### src/rtl/clock_period_meter.sv
// Measures the period and high time of an asynchronous clock-like input in clk_i cycles,
// flagging when consecutive periods match (locked) or when edges stop arriving (lost).
module clock_period_meter #(
    parameter int CNT_W   = 16,
    parameter int TIMEOUT = 1000
) (
    input  logic             clk_i,
    input  logic             n_rst_i,
    input  logic             sig_i,
    input  logic             en_i,
    output logic [CNT_W-1:0] period_o,
    output logic [CNT_W-1:0] high_o,
    output logic             valid_o,
    output logic             locked_o,
    output logic             lost_o
);

    typedef enum logic [1:0] {
        IDLE,
        WAIT_FIRST,
        MEASURE,
        LOST
    } state_t;

    localparam logic [CNT_W-1:0] TIMEOUT_C = CNT_W'(TIMEOUT);
    localparam logic [CNT_W-1:0] ONE_C     = CNT_W'(1);

    state_t           r_state;
    logic             r_s1;
    logic             r_s2;
    logic             r_s3;
    logic [CNT_W-1:0] r_cnt;
    logic [CNT_W-1:0] r_hcnt;
    logic [CNT_W-1:0] r_period;
    logic [CNT_W-1:0] r_high;
    logic             r_valid;
    logic             r_locked;
    logic             r_lost;
    logic             r_have_prev;

    logic             w_rise;
    logic             w_timeout;
    logic [CNT_W-1:0] w_hinc;

    assign w_rise    = r_s2 & ~r_s3;
    assign w_timeout = (r_cnt == TIMEOUT_C);
    assign w_hinc    = {{(CNT_W-1){1'b0}}, r_s2};

    always_ff @(posedge clk_i or negedge n_rst_i) begin
        if (!n_rst_i) begin
            r_s1 <= 1'b0;
            r_s2 <= 1'b0;
            r_s3 <= 1'b0;
        end else begin
            r_s1 <= sig_i;
            r_s2 <= r_s1;
            r_s3 <= r_s2;
        end
    end

    always_ff @(posedge clk_i or negedge n_rst_i) begin
        if (!n_rst_i) begin
            r_state     <= IDLE;
            r_cnt       <= '0;
            r_hcnt      <= '0;
            r_period    <= '0;
            r_high      <= '0;
            r_valid     <= 1'b0;
            r_locked    <= 1'b0;
            r_lost      <= 1'b0;
            r_have_prev <= 1'b0;
        end else begin
            r_valid <= 1'b0;
            if (!en_i) begin
                r_state     <= IDLE;
                r_cnt       <= '0;
                r_hcnt      <= '0;
                r_locked    <= 1'b0;
                r_lost      <= 1'b0;
                r_have_prev <= 1'b0;
            end else begin
                case (r_state)
                    IDLE: begin
                        r_state <= WAIT_FIRST;
                        r_cnt   <= '0;
                        r_hcnt  <= '0;
                    end
                    WAIT_FIRST: begin
                        if (w_rise) begin
                            r_state     <= MEASURE;
                            r_cnt       <= ONE_C;
                            r_hcnt      <= ONE_C;
                            r_have_prev <= 1'b0;
                        end else if (w_timeout) begin
                            r_state  <= LOST;
                            r_lost   <= 1'b1;
                            r_locked <= 1'b0;
                        end else begin
                            r_cnt <= r_cnt + ONE_C;
                        end
                    end
                    MEASURE: begin
                        // A rise coinciding with the timeout still counts as a measurement.
                        if (w_rise) begin
                            r_period    <= r_cnt;
                            r_high      <= r_hcnt;
                            r_valid     <= 1'b1;
                            r_locked    <= r_have_prev && (r_cnt == r_period);
                            r_have_prev <= 1'b1;
                            r_cnt       <= ONE_C;
                            r_hcnt      <= ONE_C;
                        end else if (w_timeout) begin
                            r_state  <= LOST;
                            r_lost   <= 1'b1;
                            r_locked <= 1'b0;
                        end else begin
                            r_cnt  <= r_cnt + ONE_C;
                            r_hcnt <= r_hcnt + w_hinc;
                        end
                    end
                    LOST: begin
                        if (w_rise) begin
                            r_state     <= MEASURE;
                            r_lost      <= 1'b0;
                            r_cnt       <= ONE_C;
                            r_hcnt      <= ONE_C;
                            r_have_prev <= 1'b0;
                        end
                    end
                    default: r_state <= IDLE;
                endcase
            end
        end
    end

    assign period_o = r_period;
    assign high_o   = r_high;
    assign valid_o  = r_valid;
    assign locked_o = r_locked;
    assign lost_o   = r_lost;

endmodule
### config.mk
export PLATFORM = sky130hd
export DESIGN_NAME = clock_period_meter
export DESIGN_NICKNAME = d
export VERILOG_FILES = /design/src/rtl/clock_period_meter.sv
export SDC_FILE = /design/constraint.sdc
export NUM_CORES = 1
export LEC_CHECK = 0
export CAP_MARGIN = 20
export CORE_UTILIZATION = 60
export CTS_CLUSTER_DIAMETER = 120
export DETAILED_ROUTE_END_ITERATION = 7
export DONT_BUFFER_PORTS = 1
export PLACE_DENSITY_LB_ADDON = 0.3
export SYNTH_ARGS = -nofsm -noshare
export SYNTH_HDL_FRONTEND = slang
export SYNTH_SLANG_ARGS = --single-unit
### constraint.sdc
create_clock -name clk_i -period 4.4 [get_ports clk_i]
set_input_delay 0.88 -clock clk_i [delete_from_list [all_inputs] [get_ports clk_i]]
set_output_delay 0.88 -clock clk_i [all_outputs]
set_load 0.05 [all_outputs]
==> metrics.txt <==
# TYPE chip_impl_metric gauge
chip_impl_metric{name="critPathArrivalTime",unit="ns"} 3.04
chip_impl_info{name="outcome",value="finished, final reports clean"} 1
chip_impl_metric{name="die_height",unit="um"} 83.19
chip_impl_metric{name="drt_drc_violations_left",unit=""} 0
chip_impl_info{name="postSynth.topFlopCell",value="sky130_fd_sc_hd__dfrtp_1"} 1
chip_impl_info{name="r2r-start",value="r_state[0]"} 1
chip_impl_metric{name="placed_cells_incl_taps",unit=""} 449
chip_impl_metric{name="clk-insertion-delay-late",unit="ns"} 0.36
chip_impl_metric{name="cts_setup_buffers",unit=""} 0
chip_impl_metric{name="sequential_share_of_the_synthesized_area",unit="%"} 46.19
chip_impl_metric{name="syn-mean-instance-area",unit="um^2"} 10.12
chip_impl_metric{name="multi_input_area",unit="um^2"} 1954
chip_impl_metric{name="finish.cell_count_without_fillers",unit=""} 465
chip_impl_metric{name="stdcell_area",unit="um^2"} 4240
chip_impl_metric{name="via_count_of_the_first_global_routing_pass",unit=""} 2936
chip_impl_metric{name="timing.max_cap.violations",unit=""} 0
chip_impl_metric{name="portBuffers",unit=""} 0
chip_impl_metric{name="yosysWarnings",unit=""} 0
chip_impl_metric{name="gpl.final_weighted_congestion",unit=""} 0.8843
chip_impl_metric{name="final_clock_period_utilization_by_the_worst_path",unit="%"} 63.75
chip_impl_metric{name="post_synth_instance_area",unit="um^2"} 3955
chip_impl_metric{name="numClockSinks",unit=""} 73
chip_impl_metric{name="worst_setup_skew_after_layout",unit="ns"} 0.007803
chip_impl_metric{name="finalSetupViolCount",unit=""} 0
chip_impl_metric{name="tritoncts.num_buffers",unit=""} 9
chip_impl_info{name="tritoncts",value="done"} 1
chip_impl_metric{name="floorplan.initialDensity",unit="%"} 62.29
chip_impl_info{name="critPathLaunchType",value="register"} 1
chip_impl_metric{name="final_layout_size_suffix_gt1_share",unit="%"} 13.92
chip_impl_metric{name="post-route-min-period",unit="ns"} 2.805
chip_impl_metric{name="layout.core_utilization",unit="%"} 66.78
chip_impl_metric{name="final.fill_count",unit=""} 485
chip_impl_metric{name="reg2regPathDepth",unit=""} 5
chip_impl_metric{name="synth-edff-count",unit=""} 0
chip_impl_metric{name="cts_max_path_buffers",unit=""} 2
chip_impl_metric{name="leakage",unit="nW"} 1.882
chip_impl_info{name="worst_setup_path_start",value="r_state[0]"} 1
chip_impl_metric{name="flow.area_growth_from_synthesis",unit="%"} 7.213
chip_impl_metric{name="core-area",unit="um^2"} 6350
chip_impl_metric{name="hold_violation_total_from_the_final_report",unit=""} 0
chip_impl_info{name="timing_worst_setup_path_type",value="reg -> reg"} 1
chip_impl_info{name="synth.largest_area_cell",value="sky130_fd_sc_hd__dfrtp_1"} 1
chip_impl_metric{name="irDropWorstVdd",unit="mV"} 0.3207
chip_impl_metric{name="overflow",unit=""} 0
chip_impl_metric{name="netlist_instances",unit=""} 391
chip_impl_metric{name="postSynthRegisterBits",unit=""} 73
chip_impl_metric{name="drt-vias-per-instance",unit=""} 6.695
chip_impl_info{name="cts-root-buf",value="sky130_fd_sc_hd__clkbuf_8"} 1
chip_impl_info{name="cp-end-kind",value="register"} 1
chip_impl_metric{name="tns",unit="ns"} 0
chip_impl_metric{name="chip_width",unit="um"} 83.19
chip_impl_metric{name="design.die.area",unit="um^2"} 6921
chip_impl_metric{name="max_freq",unit="MHz"} 356.5
chip_impl_metric{name="antenna_found_initial",unit=""} 0
chip_impl_metric{name="async_flop_share",unit="%"} 100.0
chip_impl_metric{name="regToRegSetupSlack",unit="ns"} 1.59
chip_impl_metric{name="insertedDiodeCount",unit=""} 0
chip_impl_metric{name="slew-limit-headroom",unit="%"} 31.86
chip_impl_metric{name="cp_max_fo",unit=""} 21
chip_impl_metric{name="post_cts_resize_count",unit=""} 0
chip_impl_metric{name="first_pass_iters",unit=""} 5
chip_impl_metric{name="synth_top_area_share",unit="%"} 46.19
chip_impl_metric{name="endpoint_required_time_on_the_critical_path",unit="ns"} 4.64
chip_impl_metric{name="groute.usage.overall",unit="%"} 27.20
chip_impl_metric{name="sequential_cell_area",unit="um^2"} 1827
chip_impl_metric{name="io-pin-count",unit=""} 39
chip_impl_info{name="timing.critical_path.slowest_stage_cell",value="sky130_fd_sc_hd__nand4b_1"} 1
chip_impl_info{name="yosys-top-cells-area",value="sky130_fd_sc_hd__dfrtp_1 46%, sky130_fd_sc_hd__mux2_2 6.0%, sky130_fd_sc_hd__xor2_1 2.9%"} 1
chip_impl_metric{name="via_count",unit=""} 3113
chip_impl_info{name="rsz0062_at_grt",value="false"} 1
chip_impl_metric{name="count_of_nets_after_finishing",unit=""} 396
chip_impl_metric{name="max_slew.worst_pin.slew",unit="ns"} 1.011
chip_impl_metric{name="remaining_antenna_violation_count_after_routing",unit=""} 0
chip_impl_metric{name="cts_hold_repair.buffers",unit=""} 0
chip_impl_metric{name="detailedRoute.firstIterationViolations",unit=""} 324
chip_impl_info{name="worst_hold_path_type",value="in -> async"} 1
chip_impl_metric{name="grt_first_pass_wirelength",unit="um"} 14880
chip_impl_metric{name="post_drt_wl_per_cell",unit="um"} 19.12
chip_impl_info{name="cell_family_contributing_the_most_delay_on_the_critical_path",value="simple AND/OR/NAND/NOR gates"} 1
chip_impl_info{name="crit-reg2reg-capture",value="period_o[13]"} 1
chip_impl_metric{name="power_density",unit="nW/um^2"} 336.6
chip_impl_metric{name="place.detailed.hpwl",unit="um"} 5898
chip_impl_metric{name="synth.net_count",unit=""} 404
chip_impl_metric{name="maxSlewViolCount",unit=""} 0
chip_impl_metric{name="cp.buffers_inverters",unit=""} 2
chip_impl_metric{name="clkSlewWorstSetupHoldPaths",unit="ns"} 0.08
chip_impl_metric{name="grt_max_degree",unit=""} 74
chip_impl_metric{name="worst_path_largest_cell_delay",unit="ns"} 0.75
chip_impl_info{name="crit_path_cell_trace",value="inv_1, ha_1, nand4b_1, buf_4, mux2_2"} 1
chip_impl_metric{name="placed_area",unit="um^2"} 3990
chip_impl_metric{name="drt-total-wl",unit="um"} 8890
chip_impl_metric{name="pre_cts_ws",unit="ns"} 1.675
chip_impl_metric{name="synthDistinctLibCells",unit=""} 54
chip_impl_metric{name="timing.final.ws_setup",unit="ns"} 1.595
chip_impl_metric{name="cts_max_level",unit=""} 3
chip_impl_metric{name="num_rows",unit=""} 29
==> Yosys cell counts, drive strengths merged (4+ instances only) <==
master,instances
o21ai,26
clkbuf,19
nand2b,5
a22o,4
dfrtp,73
nand3,18
and3,4
a21oi,6
nand2,30
mux2i,7
a22oi,9
xor2,13
buf,7
or4,10
nor4,12
o22a,5
nor2,12
mux2,22
nand4,15
and4,5
ha,9
a31oi,16
inv,16
nor3,11
==> flip-flops by register name, summed over array words and instances (netlist names) <==
register,count
r_cnt,16
lost_o,1
r_s3,1
locked_o,1
valid_o,1
r_hcnt,16
high_o,16
period_o,16
r_s2,1
r_have_prev,1
r_s1,1
r_state,2
==> metrics by stage <==
stage	total power [mW]	hold WS, ns
after global routing	1.466	0.1952
final	1.427	0.2067
after CTS	1.430	0.1989
after detailed placement	0.7794	0.3450
after floorplan	0.7603	0.3312
after global placement	0.7775	0.3404
==> kinds of logic (layout without fill, tap and decap cells) <==
kind of cell | after synthesis | in the layout | synth area share (%)
adders and majority gates | 9 | 9 | 2.847
and+or+nand+nor | 138 | 138 | 19.99
buffers and inverters | 42 | 39 | 4.555
muxes | 29 | 29 | 8.036
DFF | 73 | 73 | 46.19
xor gates and xnor gates | 16 | 16 | 3.543
AOI/OAI and AO/OA | 84 | 84 | 14.84
==> final cells by class <==
class	count	area share, %
Inverter	16	1.416
Tap cell	77	2.272
Clock inverter	6	2.656
Sequential cell	73	43.08
Multi-Input combinational cell	276	46.09
Timing Repair Buffer	7	1.239
Clock buffer	10	3.246
==> worst register-to-register path: stages (launching register included) <==
cell	delay (ns)
sky130_fd_sc_hd__dfrtp_1	0.48
sky130_fd_sc_hd__inv_1	0.23
sky130_fd_sc_hd__ha_1	0.40
sky130_fd_sc_hd__nand4b_1	0.75
sky130_fd_sc_hd__buf_4	0.51
sky130_fd_sc_hd__mux2_2	0.32
==> layout by cell type, fill, tap and decap left out, types with 12 or more instances in the layout <==
cell type,Yosys,final
sky130_fd_sc_hd__dfrtp_1,73,73
sky130_fd_sc_hd__a31oi_1,16,16
sky130_fd_sc_hd__inv_1,16,16
sky130_fd_sc_hd__nand3_1,18,18
sky130_fd_sc_hd__mux2_2,21,21
sky130_fd_sc_hd__nand4_1,15,15
sky130_fd_sc_hd__nor2_1,12,12
sky130_fd_sc_hd__nand2_1,29,29
sky130_fd_sc_hd__o21ai_0,20,20
sky130_fd_sc_hd__xor2_1,13,13
==> power breakdown <==
group / internal [mW] / total (mW) / switching (mW)
clock network: 0.394 / 0.656 / 0.262
logic: 0.0320 / 0.0858 / 0.0538
registers: 0.675 / 0.685 / 0.00953
==> routing by layer <==
layer / up-vias / track usage, % / part of all wire [%]
met1: 1497 / 40.20 / 47
met5: - / 0 / 0
met3: 19 / 5.666 / 7.5
li1: 1450 / - / -
met4: 0 / 10.97 / 2.0
met2: 147 / 39.05 / 43
==> worst max path at each step <==
stage / slack (ns) / cells after the start / end
4_1_cts: 1.66 / 5 / period_o[13]
5_1_grt: 1.43 / 5 / period_o[13]
3_3_place_gp: 1.57 / 6 / r_hcnt[12]
6_report: 1.59 / 5 / period_o[13]
3_5_place_dp: 1.68 / 5 / period_o[13]
2_1_floorplan: 2.00 / 7 / r_hcnt[0]
No activity file was read; power rests on OpenSTA's default activity.
